**config.mk**
```make
export PLATFORM = sky130hd
export DESIGN_NAME = accum_wrap_tracker
export DESIGN_NICKNAME = d
export VERILOG_FILES = /design/src/rtl/accum_track_pkg.sv /design/src/rtl/track_fifo.sv /design/src/rtl/accum_wrap_tracker.sv
export SDC_FILE = /design/constraint.sdc
export NUM_CORES = 1
export LEC_CHECK = 0
export ABC_CLOCK_PERIOD_IN_PS = 4500
export CAP_MARGIN = 25
export CORE_ASPECT_RATIO = 2
export CORE_MARGIN = 2
export CORE_UTILIZATION = 30
export CTS_CLUSTER_SIZE = 8
export DETAILED_ROUTE_END_ITERATION = 6
export SKIP_LAST_GASP = 1
export SYNTH_ARGS = -nofsm -noshare
export SYNTH_HDL_FRONTEND = slang
export SYNTH_HIERARCHICAL = 1
export SYNTH_SLANG_ARGS = --single-unit
```
**constraint.sdc**
```tcl
create_clock -name clock -period 4.5 [get_ports clock]
set_input_delay 0.675 -clock clock [delete_from_list [all_inputs] [get_ports clock]]
set_output_delay 0.675 -clock clock [all_outputs]
set_load 0.1 [all_outputs]
```
**src/rtl/accum_track_pkg.sv**
```systemverilog
// ---------------------------------------------------------------------------
// accum_track_pkg
// Shared definitions for the accumulator wrap tracker slice.
//   TRACK_EXT_BITS : width of the extended value carried in a FIFO entry.
//                    The tracker's EXT_BITS parameter must equal this value,
//                    because the packed entry type is fixed at package level.
//   ST_*           : tracker FSM state encodings.
//   fifo_entry_t   : one buffered result {wrap flag, extended value}.
// ---------------------------------------------------------------------------
package accum_track_pkg;

  localparam int TRACK_EXT_BITS = 16;

  // Tracker FSM states
  localparam logic [1:0] ST_UNLOCKED = 2'd0;
  localparam logic [1:0] ST_LOCKED   = 2'd1;
  localparam logic [1:0] ST_FAULT    = 2'd2;

  typedef struct packed {
    logic                      wrap;
    logic [TRACK_EXT_BITS-1:0] value;
  } fifo_entry_t;

endpackage

```
**src/rtl/track_fifo.sv**
```systemverilog
// ---------------------------------------------------------------------------
// track_fifo
// DEPTH-entry synchronous FIFO of fifo_entry_t with a combinational head.
// Ports:
//   clock     in   rising-edge clock
//   rst_n     in   synchronous active-low reset (empties the FIFO)
//   push      in   request to write push_data
//   pop       in   request to drop the head entry (ignored when empty)
//   push_data in   entry to write
//   full      out  all DEPTH entries occupied
//   empty     out  no entries held
//   head      out  oldest entry, all zeros when empty
// A push while full is accepted only if a pop happens in the same cycle.
// ---------------------------------------------------------------------------
module track_fifo
  import accum_track_pkg::*;
#(
  parameter int DEPTH = 4
) (
  input  logic        clock,
  input  logic        rst_n,
  input  logic        push,
  input  logic        pop,
  input  fifo_entry_t push_data,
  output logic        full,
  output logic        empty,
  output fifo_entry_t head
);

  localparam int AW = $clog2(DEPTH);

  // Pointers carry one extra wrap bit so full and empty are distinguishable
  logic [AW:0] wr_ptr;
  logic [AW:0] rd_ptr;
  fifo_entry_t mem [DEPTH];

  logic do_pop;
  logic do_push;

  assign empty   = (wr_ptr == rd_ptr);
  assign full    = (wr_ptr[AW] != rd_ptr[AW]) &&
                   (wr_ptr[AW-1:0] == rd_ptr[AW-1:0]);
  assign do_pop  = pop && !empty;
  assign do_push = push && (!full || do_pop);

  always_ff @(posedge clock) begin
    if (!rst_n) begin
      wr_ptr <= '0;
      rd_ptr <= '0;
    end else begin
      if (do_push) wr_ptr <= wr_ptr + 1'b1;
      if (do_pop)  rd_ptr <= rd_ptr + 1'b1;
    end
  end

  // Storage needs no reset: the head is masked whenever the FIFO is empty
  always_ff @(posedge clock) begin
    if (do_push) mem[wr_ptr[AW-1:0]] <= push_data;
  end

  assign head = empty ? '0 : mem[rd_ptr[AW-1:0]];

endmodule

```
**src/rtl/accum_wrap_tracker.sv**
```systemverilog
// ---------------------------------------------------------------------------
// accum_wrap_tracker
// Follows a wrapping IN_BITS accumulator that advances by STEP per valid
// sample, checks the sequence, extends the value to EXT_BITS by counting
// wrap-arounds and buffers {wrap, value} results in a small FIFO.
// Ports:
//   clock      in   rising-edge clock
//   rst_n      in   synchronous active-low reset
//   in_valid   in   in_value holds a new sample
//   in_value   in   accumulator sample (IN_BITS)
//   out_valid  out  FIFO non-empty
//   out_ready  in   consumer takes the head when out_valid is high
//   out_value  out  head extended value (EXT_BITS), 0 when empty
//   out_wrap   out  head entry came from an input wrap, 0 when empty
//   locked     out  tracker is in LOCKED
//   seq_err    out  one-cycle pulse after a sequence mismatch
//   overflow   out  sticky: a push was dropped on a full FIFO
// Optional (macro ACCUM_WRAP_TRACKER_STATS_EN):
//   wrap_count out  16-bit count of accepted wrapping samples (modulo)
//   drop_count out  8-bit saturating count of dropped pushes
// EXT_BITS must equal accum_track_pkg::TRACK_EXT_BITS.
// ---------------------------------------------------------------------------
module accum_wrap_tracker
  import accum_track_pkg::*;
#(
  parameter int IN_BITS  = 8,
  parameter int STEP     = 6,
  parameter int EXT_BITS = TRACK_EXT_BITS,
  parameter int DEPTH    = 4
) (
  input  logic                clock,
  input  logic                rst_n,
  input  logic                in_valid,
  input  logic [IN_BITS-1:0]  in_value,
  output logic                out_valid,
  input  logic                out_ready,
  output logic [EXT_BITS-1:0] out_value,
  output logic                out_wrap,
  output logic                locked,
  output logic                seq_err,
  output logic                overflow
`ifdef ACCUM_WRAP_TRACKER_STATS_EN
  ,
  output logic [15:0]         wrap_count,
  output logic [7:0]          drop_count
`endif
);

  logic [1:0]          state;
  logic [1:0]          state_next;
  logic [IN_BITS-1:0]  prev;
  logic [IN_BITS-1:0]  prev_next;
  logic [EXT_BITS-1:0] ext;
  logic [EXT_BITS-1:0] ext_next;
  logic [IN_BITS-1:0]  expected;
  logic                match;
  logic                push;
  logic                push_wrap;
  logic                err_next;
  logic                pop;
  logic                drop;
  logic                fifo_full;
  logic                fifo_empty;
  fifo_entry_t         push_data;
  fifo_entry_t         head;

  assign expected = prev + IN_BITS'(STEP);
  assign match    = (in_value == expected);

  always_comb begin
    state_next = state;
    prev_next  = prev;
    ext_next   = ext;
    push       = 1'b0;
    push_wrap  = 1'b0;
    err_next   = 1'b0;
    if (in_valid) begin
      case (state)
        ST_UNLOCKED: begin
          prev_next  = in_value;
          ext_next   = EXT_BITS'(in_value);
          push       = 1'b1;
          state_next = ST_LOCKED;
        end
        ST_LOCKED: begin
          if (match) begin
            ext_next  = ext + EXT_BITS'(STEP);
            // A smaller sample than the previous one means the input wrapped
            push_wrap = (in_value < prev);
            prev_next = in_value;
            push      = 1'b1;
          end else begin
            err_next   = 1'b1;
            state_next = ST_FAULT;
          end
        end
        ST_FAULT: begin
          // Keep the accumulated wrap history, resync the low bits
          ext_next   = {ext[EXT_BITS-1:IN_BITS], in_value};
          prev_next  = in_value;
          push       = 1'b1;
          state_next = ST_LOCKED;
        end
        default: begin
          state_next = ST_UNLOCKED;
        end
      endcase
    end
  end

  always_comb begin
    push_data       = '0;
    push_data.wrap  = push_wrap;
    push_data.value = ext_next;
  end

  assign pop  = out_valid && out_ready;
  assign drop = push && fifo_full && !pop;

  always_ff @(posedge clock) begin
    if (!rst_n) begin
      state    <= ST_UNLOCKED;
      prev     <= '0;
      ext      <= '0;
      seq_err  <= 1'b0;
      overflow <= 1'b0;
    end else begin
      state    <= state_next;
      prev     <= prev_next;
      ext      <= ext_next;
      seq_err  <= err_next;
      overflow <= overflow | drop;
    end
  end

`ifdef ACCUM_WRAP_TRACKER_STATS_EN
  // Wrap flag is only ever set by an accepted LOCKED sample
  always_ff @(posedge clock) begin
    if (!rst_n) begin
      wrap_count <= '0;
      drop_count <= '0;
    end else begin
      if (push && push_wrap)
        wrap_count <= wrap_count + 16'd1;
      if (drop && (drop_count != 8'hFF))
        drop_count <= drop_count + 8'd1;
    end
  end
`endif

  track_fifo #(
    .DEPTH(DEPTH)
  ) u_fifo (
    .clock    (clock),
    .rst_n    (rst_n),
    .push     (push),
    .pop      (pop),
    .push_data(push_data),
    .full     (fifo_full),
    .empty    (fifo_empty),
    .head     (head)
  );

  assign out_valid = !fifo_empty;
  assign out_value = head.value;
  assign out_wrap  = head.wrap;
  assign locked    = (state == ST_LOCKED);

endmodule

```
==> impl_metrics.toml <==
[final_layout]
antenna_cells = 0
synthToLayoutAreaGrowth_pct = 17.01
final_common_cell = "edfxtp_1"
most-common-layout-cells = "edfxtp_1, dfxtp_1, clkdlybuf4s50_1"
drive_gt1_share_pct = 13.05
final_net_count = 451
final_core_util_pct = 35.88

[pwr]
p_leak_nw = 1.958
power.total_w = 0.002307
power_density_mw_per_mm2 = 395.2
peakVddDrop_mv = 0.1696

[worst_setup_path]
cp.arrival_ns = 2.88
path_max_fanout = 17
end_kind = "output port"
crit_path_start_kind = "flop"
ff2ff_path_depth = 11
path_class = "flop to output port"
required_ns = 3.83

[timing]
max_freq_ghz = 0.2817
setup-violations-final = 0
rsz0062_at_grt = "false"
final.period_utilization_pct = 78.90
hold_viol_final = 0
maxSlewViolCount = 0
relSlewSlack_pct = 35.07
fin_crit_ns = 3.550
worstMarginPinSlew_ns = 0.9710
finalClockSkew_ns = 0.006449
tns_ns = 0

[clock_network]
clk_pin_slew_worst_paths_ns = 0.07
cts-buffers-inserted = 9
root_buffer = "clkbuf_16"
post_cts_buffers = 0
cts_resized = 0
htreeDepth = 3
clock-sinks = 104
ctsHoldBuffers = 0
cts_tree = "done"
clock_latency_ns = 0.34
clockBufferDepth = 2

[worst_hold_path]
min_path_type = "flop to flop"
hold_path_depth = 2

[die]
die_w_um = 95.18
dieArea_mm2 = 0.01774
io_pins = 33
die_y_um = 186.4
start_util_pct = 30.66
rows = 66
core_area_mm2 = 0.01627

[global_route]
grt_pass1_wl_um = 17110
grt_pass1_vias = 3334
grt_usage_pct = 12.64
antenna_found_initial = 0
grt_start_max_net_pins = 22
gr-total-overflow = 0

[drt]
routed_via_density = 4.968
first_iter_violations = 122
route.met2.wl_um = 6076
totalWireLength_um = 10550
drc = 0
ant_nets = 0
via_count = 3145
met1Wirelength_um = 3764
routed.top_layer = "met4"
wl_per_cell_um = 16.67
wl_met3_um = 223
firstDrtPassIters = 4

[logic_synthesis]
syn_inst = 389
syn_nets = 416
postSynthAreaPerCell_um2 = 12.82
async_flop_share_pct = 0
synth_edf_count = 68
syn_area_mm2 = 0.004989
ys_ff_latch = 104
synth_ff_type = "edfxtp_1"
yosysSeqAreaShare_pct = 55.38
ys_warn_count = 6
ys_types = 57

[job]
maxCapViolations = 0

[placement]
io_buffers = 32
gp_congestion = 0.8247
dp_hpwl_um = 7999

[run_status]
status = "finished, final reports clean"
-- final cells by class --
| type | count | area (µm²) |
|---|---|---|
| flip-flops and latches | 104 | 2763 |
| multi-input cells | 251 | 2087 |
| clock inverters | 7 | 62.56 |
| fillers | 1542 | 10430 |
| well taps | 204 | 255.2 |
| clock buffers | 9 | 225.2 |
| inverters | 19 | 71.32 |
| repair buffers | 39 | 372.9 |
-- worst paths after layout --
kind | slack (ns) | start | endpoint
max | 0.95 | flop | out_value[7]
min | 0.49 | prev[0] | prev[0]
max reg2reg | 1.37 | prev[1] | u_fifo/mem[0][12]
min reg2reg | 0.49 | prev[0] | prev[0]
-- synthesized netlist by cell type (3+ instances only) --
| cell | count | area (µm²) |
|---|---|---|
| edfxtp_1 | 68 | 2042 |
| dfxtp_1 | 36 | 720.7 |
| nand2_1 | 28 | 105.1 |
| nor2_1 | 25 | 93.84 |
| nor2b_1 | 21 | 131.4 |
| xnor2_1 | 20 | 175.2 |
| inv_1 | 19 | 71.32 |
| mux4_2 | 17 | 382.9 |
| o21ai_0 | 16 | 80.08 |
| ha_1 | 15 | 187.7 |
| a21oi_1 | 14 | 70.07 |
| nand3_1 | 11 | 55.05 |
| buf_2 | 6 | 30.03 |
| clkbuf_1 | 6 | 22.52 |
| mux2i_1 | 6 | 60.06 |
| nor4_1 | 6 | 37.54 |
| a22oi_1 | 5 | 37.54 |
| and2_1 | 5 | 31.28 |
| nand2b_1 | 4 | 25.02 |
| nor4_4 | 4 | 85.08 |
| o21ai_1 | 4 | 20.02 |
| xor2_1 | 4 | 35.03 |
| a31oi_1 | 3 | 18.77 |
| o22ai_1 | 3 | 18.77 |
| o31a_1 | 3 | 26.28 |
-- kinds of logic (layout without fill, tap and decap cells) --
kind of cell / count (synthesis) / count (layout) / share of synthesized area, %
and+or+nand+nor: 124 / 124 / 15.90
DFF: 104 / 104 / 55.38
AOI/OAI and AO/OA: 64 / 64 / 8.478
buffers and inverters: 34 / 74 / 2.935
xor gates and xnor gates: 25 / 25 / 4.665
muxes: 23 / 23 / 8.879
adders and majority gates: 15 / 15 / 3.762
-- routing by layer --
metal  global-route usage [%]  vias to the layer above
met3                    1.696                       27
met1                    12.40                     1540
met2                    23.89                       63
met4                    7.469                        0
li1                         -                     1515
met5                        0                        -
-- stage by stage --
stage | area [µm²] | std cells | hold WS [ns] | setup WS (ns)
after floorplan | 4989 | 389 | 0.4575 | 1.018
after global placement | 5549 | 617 | 0.4766 | 0.7636
after detailed placement | 5549 | 617 | 0.4824 | 0.6250
after CTS | 5837 | 633 | 0.4964 | 0.8898
after global routing | 5837 | 633 | 0.5285 | 0.7728
final | 5837 | 633 | 0.4949 | 0.9497
-- where the power goes --
group / switching, W / internal (W)
clock: 0.000361 / 0.000387
combinational: 0.000339 / 0.000139
sequential: 0.0000257 / 0.00106
-- worst max-delay path, cell delays in order (launching register included) --
cell and delay (ns):
dfxtp_1 0.86, mux4_2 0.38, nor2b_1 0.14, clkdlybuf4s50_1 1.14
-- flip-flops by register name, indices dropped and copies added (netlist names), named ones only --
register	cells
u_fifo/rd_ptr	3
u_fifo/mem	68
overflow	1
state	2
ext	16
seq_err	1
u_fifo/wr_ptr	3
prev	8
No activity file was read; power rests on OpenSTA's default activity.
